===== src/rtl/usb_tx_packet_sequencer.sv =====
`default_nettype none
// ============================================================================
// Module   : usb_tx_packet_sequencer
// Purpose  : Serialises one full-speed USB transmit packet (SYNC, PID,
//            payload, optional CRC16, EOP) with bit stuffing and NRZI
//            encoding. One line bit is produced per bit_en_TX strobe.
//            The bit-rate generator is enabled for the packet's duration.
// Ports    : clk, rst          - clock, synchronous active-high reset
//            tx_start          - packet request (accepted in IDLE only)
//            tx_pid[3:0]       - PID code, wire byte {~pid, pid}
//            tx_has_data       - payload bytes follow the PID
//            tx_crc_append     - append CRC16 (CRC build only)
//            byte_data/valid/last, byte_ready - payload byte handshake
//            bit_en_TX         - bit strobe in, bit_clk_en - generator enable
//            dp_out, dm_out    - registered line state (J=10, K=01, SE0=00)
//            tx_active         - output-driver enable
//            tx_done, tx_error - end-of-packet / aborted-packet pulses
// Config   : define USB_TX_CRC16_EN to include the CRC16 generator.
// Revision : 1.0 - initial release
// ============================================================================
module usb_tx_packet_sequencer #(
    parameter int MAX_BYTES = 64
) (
    input  logic       clk,
    input  logic       rst,
    input  logic       tx_start,
    input  logic [3:0] tx_pid,
    input  logic       tx_has_data,
    input  logic       tx_crc_append,
    input  logic [7:0] byte_data,
    input  logic       byte_valid,
    input  logic       byte_last,
    output logic       byte_ready,
    input  logic       bit_en_TX,
    output logic       bit_clk_en,
    output logic       dp_out,
    output logic       dm_out,
    output logic       tx_active,
    output logic       tx_done,
    output logic       tx_error
);

    localparam int                 c_CNT_W   = $clog2(MAX_BYTES + 1);
    localparam logic [c_CNT_W-1:0] c_MAX_CNT = c_CNT_W'(MAX_BYTES);
    localparam logic [c_CNT_W-1:0] c_CNT_ONE = c_CNT_W'(1);

    localparam logic [2:0] c_ST_IDLE    = 3'd0;
    localparam logic [2:0] c_ST_SYNC    = 3'd1;
    localparam logic [2:0] c_ST_PID     = 3'd2;
    localparam logic [2:0] c_ST_DATA    = 3'd3;
    localparam logic [2:0] c_ST_CRC     = 3'd4;
    localparam logic [2:0] c_ST_EOP_SE0 = 3'd5;
    localparam logic [2:0] c_ST_EOP_J   = 3'd6;

    // SYNC pattern in transmission order 0000_0001, shifted out from bit 0.
    localparam logic [7:0] c_SYNC_BITS = 8'h80;
    localparam logic [2:0] c_STUFF_RUN = 3'd6;

    logic [2:0]         r_state;
    logic [2:0]         w_state_nxt;
    logic [7:0]         r_shift;
    logic [2:0]         r_bit_cnt;
    logic [2:0]         r_ones;
    logic               r_level;
    logic               r_dp;
    logic               r_dm;
    logic               r_active;
    logic               r_done;
    logic               r_error;
    logic               r_err_pend;
    logic [3:0]         r_pid;
    logic               r_has_data;
    logic               r_hold_full;
    logic [7:0]         r_hold_data;
    logic               r_hold_last;
    logic               r_last_acc;
    logic               r_cur_last;
    logic [c_CNT_W-1:0] r_byte_cnt;

    logic               w_bit_state;
    logic               w_stuff;
    logic               w_byte_end;
    logic               w_byte_avail;
    logic               w_load_byte;
    logic               w_underrun;
    logic               w_xfer;
    logic               w_emit;
    logic               w_next_level;
    logic               w_crc_req;
    logic               w_crc_hi;
    logic [7:0]         w_crc_lo_byte;
    logic [7:0]         w_crc_hi_byte;

    // States that carry stuffable bits; EOP_SE0 is included so a stuff bit
    // owed after the final data/CRC bit still goes out before the SE0.
    assign w_bit_state  = (r_state == c_ST_PID) || (r_state == c_ST_DATA) ||
                          (r_state == c_ST_CRC) || (r_state == c_ST_EOP_SE0);
    assign w_stuff      = w_bit_state && (r_ones == c_STUFF_RUN);
    assign w_byte_end   = !w_stuff && (r_bit_cnt == 3'd7);
    assign w_byte_avail = r_hold_full && (r_byte_cnt != c_MAX_CNT);
    assign w_xfer       = byte_ready && byte_valid;

    // Bit fed to the NRZI encoder: stuff bits are 0, data comes from bit 0.
    assign w_emit       = w_stuff ? 1'b0 : r_shift[0];
    assign w_next_level = w_emit ? r_level : ~r_level;

`ifdef USB_TX_CRC16_EN
    logic        r_crc_req;
    logic        r_crc_hi;
    logic [15:0] r_crc;
    logic [15:0] w_crc_upd;

    // Reflected form of x^16+x^15+x^2+1 so the remainder leaves LSB first.
    assign w_crc_upd = {1'b0, r_crc[15:1]} ^
                       ((r_crc[0] ^ r_shift[0]) ? 16'hA001 : 16'h0000);
    assign w_crc_req = r_crc_req;
    assign w_crc_hi  = r_crc_hi;
    // Leaving DATA the last payload bit has not yet been folded into r_crc.
    assign w_crc_lo_byte = (r_state == c_ST_DATA) ? ~w_crc_upd[7:0] : ~r_crc[7:0];
    assign w_crc_hi_byte = ~r_crc[15:8];

    always_ff @(posedge clk) begin
        if (rst) begin
            r_crc     <= 16'hFFFF;
            r_crc_req <= 1'b0;
            r_crc_hi  <= 1'b0;
        end else if ((r_state == c_ST_IDLE) && tx_start) begin
            r_crc     <= 16'hFFFF;
            r_crc_req <= tx_crc_append;
            r_crc_hi  <= 1'b0;
        end else if (bit_en_TX && !w_stuff && (r_state == c_ST_DATA)) begin
            r_crc <= w_crc_upd;
        end else if (bit_en_TX && w_byte_end && (r_state == c_ST_CRC)) begin
            r_crc_hi <= 1'b1;
        end
    end
`else
    logic w_unused_crc;
    assign w_unused_crc  = tx_crc_append;
    assign w_crc_req     = 1'b0;
    assign w_crc_hi      = 1'b1;
    assign w_crc_lo_byte = 8'h00;
    assign w_crc_hi_byte = 8'h00;
`endif

    // ------------------------------------------------------------------
    // State register
    // ------------------------------------------------------------------
    always_ff @(posedge clk) begin
        if (rst) begin
            r_state <= c_ST_IDLE;
        end else begin
            r_state <= w_state_nxt;
        end
    end

    // ------------------------------------------------------------------
    // Next-state logic
    // ------------------------------------------------------------------
    always_comb begin
        w_state_nxt = r_state;
        w_load_byte = 1'b0;
        w_underrun  = 1'b0;
        case (r_state)
            c_ST_IDLE: begin
                if (tx_start) begin
                    w_state_nxt = c_ST_SYNC;
                end
            end
            c_ST_SYNC: begin
                if (bit_en_TX && (r_bit_cnt == 3'd7)) begin
                    w_state_nxt = c_ST_PID;
                end
            end
            c_ST_PID: begin
                if (bit_en_TX && w_byte_end) begin
                    if (r_has_data) begin
                        if (w_byte_avail) begin
                            w_state_nxt = c_ST_DATA;
                            w_load_byte = 1'b1;
                        end else begin
                            w_state_nxt = c_ST_EOP_SE0;
                            w_underrun  = 1'b1;
                        end
                    end else if (w_crc_req) begin
                        w_state_nxt = c_ST_CRC;
                    end else begin
                        w_state_nxt = c_ST_EOP_SE0;
                    end
                end
            end
            c_ST_DATA: begin
                if (bit_en_TX && w_byte_end) begin
                    if (r_cur_last) begin
                        w_state_nxt = w_crc_req ? c_ST_CRC : c_ST_EOP_SE0;
                    end else if (w_byte_avail) begin
                        w_load_byte = 1'b1;
                    end else begin
                        w_state_nxt = c_ST_EOP_SE0;
                        w_underrun  = 1'b1;
                    end
                end
            end
            c_ST_CRC: begin
                if (bit_en_TX && w_byte_end && w_crc_hi) begin
                    w_state_nxt = c_ST_EOP_SE0;
                end
            end
            c_ST_EOP_SE0: begin
                if (bit_en_TX && !w_stuff && r_bit_cnt[0]) begin
                    w_state_nxt = c_ST_EOP_J;
                end
            end
            c_ST_EOP_J: begin
                if (bit_en_TX) begin
                    w_state_nxt = c_ST_IDLE;
                end
            end
            default: w_state_nxt = c_ST_IDLE;
        endcase
    end

    // ------------------------------------------------------------------
    // Outputs
    // ------------------------------------------------------------------
    always_comb begin
        byte_ready = ((r_state == c_ST_PID) || (r_state == c_ST_DATA)) &&
                     !r_hold_full && !r_last_acc;
        bit_clk_en = r_active;
        tx_active  = r_active;
        dp_out     = r_dp;
        dm_out     = r_dm;
        tx_done    = r_done;
        tx_error   = r_error;
    end

    // ------------------------------------------------------------------
    // Datapath: shifter, stuffing, NRZI line, holding register
    // ------------------------------------------------------------------
    always_ff @(posedge clk) begin
        if (rst) begin
            r_shift     <= 8'h00;
            r_bit_cnt   <= 3'd0;
            r_ones      <= 3'd0;
            r_level     <= 1'b1;
            r_dp        <= 1'b1;
            r_dm        <= 1'b0;
            r_active    <= 1'b0;
            r_done      <= 1'b0;
            r_error     <= 1'b0;
            r_err_pend  <= 1'b0;
            r_pid       <= 4'h0;
            r_has_data  <= 1'b0;
            r_hold_full <= 1'b0;
            r_hold_data <= 8'h00;
            r_hold_last <= 1'b0;
            r_last_acc  <= 1'b0;
            r_cur_last  <= 1'b0;
            r_byte_cnt  <= '0;
        end else begin
            r_done  <= 1'b0;
            r_error <= 1'b0;

            if (w_xfer) begin
                r_hold_full <= 1'b1;
                r_hold_data <= byte_data;
                r_hold_last <= byte_last;
                if (byte_last) begin
                    r_last_acc <= 1'b1;
                end
            end

            case (r_state)
                c_ST_IDLE: begin
                    if (tx_start) begin
                        r_active    <= 1'b1;
                        r_pid       <= tx_pid;
                        r_has_data  <= tx_has_data;
                        r_shift     <= c_SYNC_BITS;
                        r_bit_cnt   <= 3'd0;
                        r_ones      <= 3'd0;
                        r_level     <= 1'b1;
                        r_hold_full <= 1'b0;
                        r_last_acc  <= 1'b0;
                        r_cur_last  <= 1'b0;
                        r_byte_cnt  <= '0;
                        r_err_pend  <= 1'b0;
                    end
                end
                c_ST_SYNC: begin
                    if (bit_en_TX) begin
                        r_level   <= w_next_level;
                        r_dp      <= w_next_level;
                        r_dm      <= ~w_next_level;
                        r_bit_cnt <= r_bit_cnt + 3'd1;
                        r_ones    <= 3'd0;
                        r_shift   <= (r_bit_cnt == 3'd7) ? {~r_pid, r_pid}
                                                         : {1'b0, r_shift[7:1]};
                    end
                end
                c_ST_PID, c_ST_DATA, c_ST_CRC: begin
                    if (bit_en_TX) begin
                        r_level <= w_next_level;
                        r_dp    <= w_next_level;
                        r_dm    <= ~w_next_level;
                        if (w_stuff) begin
                            r_ones <= 3'd0;
                        end else begin
                            r_ones    <= r_shift[0] ? (r_ones + 3'd1) : 3'd0;
                            r_shift   <= {1'b0, r_shift[7:1]};
                            r_bit_cnt <= r_bit_cnt + 3'd1;
                            if (w_byte_end) begin
                                if (w_load_byte) begin
                                    r_shift     <= r_hold_data;
                                    r_cur_last  <= r_hold_last;
                                    r_hold_full <= 1'b0;
                                    r_byte_cnt  <= r_byte_cnt + c_CNT_ONE;
                                end else if (r_state == c_ST_CRC) begin
                                    r_shift <= w_crc_hi_byte;
                                end else if (w_state_nxt == c_ST_CRC) begin
                                    r_shift <= w_crc_lo_byte;
                                end
                                if (w_underrun) begin
                                    r_err_pend <= 1'b1;
                                end
                            end
                        end
                    end
                end
                c_ST_EOP_SE0: begin
                    if (bit_en_TX) begin
                        r_ones <= 3'd0;
                        if (w_stuff) begin
                            r_level <= w_next_level;
                            r_dp    <= w_next_level;
                            r_dm    <= ~w_next_level;
                        end else begin
                            r_dp      <= 1'b0;
                            r_dm      <= 1'b0;
                            r_level   <= 1'b1;
                            r_bit_cnt <= r_bit_cnt + 3'd1;
                        end
                    end
                end
                c_ST_EOP_J: begin
                    if (bit_en_TX) begin
                        r_dp     <= 1'b1;
                        r_dm     <= 1'b0;
                        r_level  <= 1'b1;
                        r_active <= 1'b0;
                        r_done   <= 1'b1;
                        r_error  <= r_err_pend;
                    end
                end
                default: begin
                    r_active <= 1'b0;
                end
            endcase
        end
    end

endmodule
`default_nettype wire


===== config.mk =====
export PLATFORM = sky130hd
export DESIGN_NAME = usb_tx_packet_sequencer
export DESIGN_NICKNAME = d
export VERILOG_FILES = /design/src/rtl/usb_tx_packet_sequencer.sv
export SDC_FILE = /design/constraint.sdc
export NUM_CORES = 1
export LEC_CHECK = 0
export BUFFER_PORTS_ARGS = -buffer_cell sky130_fd_sc_hd__buf_4
export CAP_MARGIN = 20
export CORE_MARGIN = 2
export CORE_UTILIZATION = 59
export CTS_BUF_LIST = sky130_fd_sc_hd__clkbuf_8
export DETAILED_ROUTE_END_ITERATION = 16
export PLACE_DENSITY = 0.8
export RECOVER_POWER = 100
export SETUP_SLACK_MARGIN = 0.2
export SLEW_MARGIN = 20
export SYNTH_ARGS = -nofsm -noshare
export SYNTH_HDL_FRONTEND = slang
export SYNTH_SLANG_ARGS = --single-unit

===== constraint.sdc =====
create_clock -name clk -period 4.6 [get_ports clk]
set_clock_uncertainty 0.05 [all_clocks]
set_input_delay 0.23 -clock clk [delete_from_list [all_inputs] [get_ports clk]]
set_output_delay 0.23 -clock clk [all_outputs]
set_load 0.005 [all_outputs]

==> results of run 1 <==
==> flip-flops by register name, indices dropped and copies added (netlist names), 3 cells and up <==
name         cells
r_ones           3
r_byte_cnt       7
r_state          3
r_shift          8
r_pid            4
r_hold_data      8
r_bit_cnt        3
==> worst max-delay path, stage by stage (launching register included) <==
cell and delay, ns:
dfxtp_1 0.40, ha_1 0.17, ha_1 0.49, nand2_1 0.19, or3_1 0.48, nor3_1 1.04
mux2_2 0.42, a221oi_1 0.26
==> kinds of logic after synthesis <==
kind of cell             share of synthesized area (%)
adder cells (fa/ha/maj)                           2.71
XOR/XNOR                                          1.27
flip-flops                                        34.7
AND/OR/NAND/NOR                                   26.3
buffers and inverters                             6.15
multiplexers                                      5.47
AO/OA/AOI/OAI                                     23.4
==> layout make-up <==
class | instances | area, um2 | share of cell area [%]
clock buffers | 6 | 82.6 | 2.79
clock inverters | 2 | 13.8 | 0.466
inverters | 16 | 60.1 | 2.03
multi-input cells | 258 | 1580 | 53.5
flip-flops and latches | 48 | 961 | 32.5
well taps | 52 | 65.1 | 2.20
repair buffers | 26 | 191 | 6.48
==> final timing paths <==
path         cells past startpoint                       end  slack [ns]                 startpoint
max                              7   r_shift[0]$_SDFFE_PP0P_        0.99  r_bit_cnt[0]$_SDFFE_PP0P_
min                              3     r_last_acc$_SDFF_PP0_        0.11                  byte_last
max reg2reg                      7   r_shift[0]$_SDFFE_PP0P_        0.99  r_bit_cnt[0]$_SDFFE_PP0P_
min reg2reg                      2  r_hold_last$_SDFFE_PP0P_        0.41   r_hold_last$_SDFFE_PP0P_
==> power by group through the flow <==
stage	Clock, mW	Combinational (mW)	Sequential (mW)
floorplan	0	0.0768	0.445
global placement	0	0.0997	0.453
detailed placement	0	0.102	0.454
CTS	0.277	0.102	0.444
global route	0.286	0.110	0.446
finish	0.269	0.0982	0.444
==> metal layers <==
layer / wire [um] / vias to the layer above / GRT usage (%) / part of all wire (%)
li1: - / 1236 / - / -
met1: 2770 / 1130 / 31.7 / 45
met2: 2950 / 57 / 41.5 / 48
met3: 283 / 14 / 4.86 / 4.6
met4: 124 / 0 / 8.44 / 2.0
met5: 0 / - / 0 / 0
==> cells in the final DEF (no fill, tap or decap), drive strengths merged, types with 3 or more instances in the layout <==
cell type  count
inv           17
nor3           9
nor4           4
mux2           9
ha             6
and3           3
nand2         57
a21oi         31
nor2          24
nand2b         5
o21a           3
mux2i          5
xnor2          4
a31oi          3
nor2b          5
o2111ai        3
clkbuf        14
or3            5
dfxtp         48
nand3         15
or2            3
and2           3
a221oi         9
nor4b          3
o21ai         28
buf           18
a31o           3
==> reports/summary.txt, run 1 <==
Initial DRT Pass Iterations - 4
core area - 4440 um2
final setup TNS - 0 ns
total inserted antenna cells - 0
Min-Delay Path Class - in -> reg
vias in the first global route - 2299
Clock Sinks - 48
maximum root-to-sink buffer count - 2
ys flop type - dfxtp_1
Inserted Clock Buffers - 5
Antenna Nets Post-Route - 0
Leak - 1.00 nW
ys async rst share - 0%
Post-CTS Setup Bufs - 0
total global routing overflow - 0
ratio of cells with drive above 1 in the final layout - 14.0%
I/O Buffers - 25
fillcell total - 395
crit start category - register
CTS root buf - clkbuf_8
Max Transition Viols Final - 9
outcome - finished, violations left
initial drt markers - 230
dpl ws - 1.60 ns
Post-synth top cells - nand2_1 (57), dfxtp_1 (48), a21oi_1 (30)
failing checks - capacitance limit, slew limit
Worst setup EP type - register
DR vias/cell - 5.97
Synth warnings - 0
switch share - 26.7%
DR vias - 2437
final worst path period share - 78.5%
cell row count - 24
Routed Wire Length - 6130 um
Post-Layout Cell Count - 408
largest net degree at the start of global routing - 40
Util after Layout - 66.5%
Critical Path Fanout Max - 13
Tmin final - 3.61 ns
clock power share - 33.2%
worst setup margin - 0.991 ns
NetSw - 217 uW
number of gates resized after cts - 0
CP required - 4.76 ns
CTS clock-pin slew for the worst setup and hold paths - 0.09 ns
Yosys cell types - 55
headroom to the max-slew limit - -3.76%
Synth Register Bits - 48
H-Tree Level Count - 2
Post-synth EDFFs - 0
Fin. Hold Viols - 0
die height - 72.5 um
antenna violations before repair - 0
Fmax achieved - 0.277 GHz
first-pass GRT wire length - 10300 um
Layout Cell Area excl Fill - 2960 um2
sequential-to-total area share from yosys stat - 34.7%
syn avg cell area - 8.05 um2
Worst-Skew Late Latency - 0.31 ns
placed instance area - 2920 um2
Worst Path Arrival - 3.77 ns
combinational share of power - 12.1%
Final GP Congestion - 0.837
P_int - 594 uW
Pwr Total - 811 uW
initial cell density of the core - 62.3%
hold buffers post-CTS - 0
Inst Count DP - 400
most common cell in the netlist - nand2_1
final hold slack - 0.110 ns
Die X - 72.5 um
Flop pwr share - 54.7%
Syn Inst Count - 344
Total GRT Usage - 24.7%
CTS tree - done
nets@finish - 381
Peak VDD IR - 0.000164 V
Tightest Pin Transition - 1.53 ns
area leader, netlist - dfxtp_1
Synth Cell Area - 2770 um2
post-synth top area share - 34.7%
RSZ-0062 raised after global routing - false
I/O Pins - 27
area grow syn2layout - 6.73%
Max Cap Violations - 1
# setup viols final - 0
PwrDens - 274 nW/um2
WS Path Type - reg -> reg
synthesized net count - 370
DPL Wire Length - 4270 um
DR WL/cell - 15.0 um
synth top area cells - dfxtp_1 (35%), nand2_1 (7.7%), a21oi_1 (5.4%), o21ai_0 (4.7%), a221oi_2 (3.8%)
DRC Markers - 0
Die ar. - 5260 um2
(Power assumes the default switching activity.)
==> inputs of run 2 (changes only) <==
--- a/config.mk
+++ b/config.mk
@@ -8,10 +8,10 @@
 export BUFFER_PORTS_ARGS = -buffer_cell sky130_fd_sc_hd__buf_4
 export CAP_MARGIN = 20
 export CORE_MARGIN = 2
-export CORE_UTILIZATION = 59
+export CORE_UTILIZATION = 55
 export CTS_BUF_LIST = sky130_fd_sc_hd__clkbuf_8
 export DETAILED_ROUTE_END_ITERATION = 16
-export PLACE_DENSITY = 0.8
+export PLACE_DENSITY = 0.78
 export RECOVER_POWER = 100
 export SETUP_SLACK_MARGIN = 0.2
 export SLEW_MARGIN = 20
==> constraint.sdc (replaced) <==
create_clock -name clk -period 3.2 [get_ports clk]
set_clock_uncertainty 0.05 [all_clocks]
set_input_delay 0.16 -clock clk [delete_from_list [all_inputs] [get_ports clk]]
set_output_delay 0.16 -clock clk [all_outputs]
set_load 0.005 [all_outputs]
==> run 2 against run 1 <==
- the flow now finishes without violations
- core utilization shrank 3.0 points
- wire length shrank 0.78%
- combinational power grew 53%
- sequential power grew 43%
- register-to-register slack lost 0.50 ns
- total power grew 50%
- sequential share of layout area shrank 0.87 points
- critical path depth shrank 1
- maximum frequency grew 33%
- sequential cell count is the same
==> reports/summary.txt, run 2 (synthesis gave the netlist of run 1 again) <==
outcome - finished clean
Die ar. - 5620 um2
Fmax achieved - 0.369 GHz
clock power share - 35.4%
Layout Cell Area excl Fill - 3040 um2
maximum root-to-sink buffer count - 2
core area - 4790 um2
Pwr Total - 1.21 mW
total inserted antenna cells - 0
WS Path Type - reg -> reg
combinational share of power - 12.4%
RSZ-0062 raised after global routing - false
CTS clock-pin slew for the worst setup and hold paths - 0.08 ns
Tightest Pin Transition - 1.09 ns
final worst path period share - 84.8%
total global routing overflow - 0
crit start category - register
Worst Path Arrival - 2.90 ns
Top Registers - r_hold_data x8, r_shift x8, r_byte_cnt x7
CTS tree - done
DRC Markers - 0
Post-Layout Cell Count - 429
vias in the first global route - 2226
switch share - 25.0%
initial cell density of the core - 57.9%
commonest non-fill, non-tap cells in the layout - nand2_1 (57), dfxtp_1 (48), a21oi_1 (30)
die height - 75.0 um
CP required - 3.38 ns
Inst Count DP - 421
Min-Delay Path Class - in -> reg
largest net degree at the start of global routing - 40
Die X - 75.0 um
number of gates resized after cts - 0
Tmin final - 2.71 ns
first-pass GRT wire length - 10100 um
DR vias - 2453
# setup viols final - 0
Worst-Skew Late Latency - 0.30 ns
antenna violations before repair - 0
P_int - 909 uW
initial drt markers - 175
I/O Pins - 27
final setup TNS - 0 ns
Peak VDD IR - 0.000230 V
Post-CTS Setup Bufs - 0
Critical Path Fanout Max - 17
nets@finish - 387
hold buffers post-CTS - 0
CTS root buf - clkbuf_8
commonest non-fill, non-tap cell in the layout - nand2_1
placed instance area - 2980 um2
Fin. Hold Viols - 0
Worst setup EP type - register
Final GP Congestion - 0.857
Clock Sinks - 48
PwrDens - 399 nW/um2
Routed Wire Length - 6090 um
Max Transition Viols Final - 0
Antenna Nets Post-Route - 0
DR WL/cell - 14.2 um
Total GRT Usage - 22.9%
headroom to the max-slew limit - 26.6%
area grow syn2layout - 9.67%
NetSw - 303 uW
Leak - 1.04 nW
Inserted Clock Buffers - 5
Flop pwr share - 52.2%
ratio of cells with drive above 1 in the final layout - 16.9%
H-Tree Level Count - 2
Initial DRT Pass Iterations - 4
cell row count - 25
I/O Buffers - 25
DPL Wire Length - 4320 um
DR vias/cell - 5.72
Max Cap Violations - 0
run 2: cell types whose count changed in the layout (fill, tap and decap cells not counted), moves of 2 or more:
cell / change
clkbuf_4: -2
mux2_2: +6
buf_4: +4
mux2_1: -6
clkbuf_1: +4
run 2: per-layer routing:
metal  wire [um]  global-route usage, %
met4          64                   7.54
met2        2870                   37.8
met5           0                      0
met3         254                   3.48
met1        2900                   30.8
run 2: path summary, 6_finish.rpt:
path,from,end,slack (ns),cells after the start
max,r_state[2]$_SDFF_PP0_,r_ones[2]$_SDFFE_PP0P_,0.49,6
min,tx_pid[1],r_pid[1]$_SDFFE_PP0P_,0.05,3
min reg2reg,r_err_pend$_SDFFE_PP0P_,r_err_pend$_SDFFE_PP0P_,0.41,2
max reg2reg,r_state[2]$_SDFF_PP0_,r_ones[2]$_SDFFE_PP0P_,0.49,6
run 2: power by group through the flow:
stage | Sequential [mW] | Combinational [mW] | Clock [mW]
finish | 0.633 | 0.150 | 0.429
global route | 0.635 | 0.169 | 0.456
CTS | 0.633 | 0.157 | 0.438
detailed placement | 0.647 | 0.156 | 0
global placement | 0.646 | 0.153 | 0
floorplan | 0.640 | 0.110 | 0
run 2: cell type report:
type / count / area, um2
Clock inverter: 3 / 38.8
Inverter: 16 / 60.1
Clock buffer: 5 / 68.8
Sequential cell: 48 / 961
Multi-Input combinational cell: 258 / 1600
Fill cell: 427 / 1750
Tap cell: 67 / 83.8
Timing Repair Buffer: 32 / 221
run 2: stage by stage:
stage                     setup WS (ns)  hold slack, ns  utilization (%)
after floorplan                   0.813           0.246                -
after global placement            0.695           0.362             62.3
after detailed placement          0.672           0.368             62.3
after CTS                         0.631          0.0432             64.6
after global routing              0.309          0.0453             63.5
final                             0.487          0.0490             63.5
run 2: critical path, cell delays in order, from the launching register on:
cell and delay (ns):
dfxtp_1 0.58, clkbuf_1 0.58, xnor2_1 0.26, nand2b_1 0.36
nand3_1 0.17, or4b_1 0.49, a21oi_1 0.16
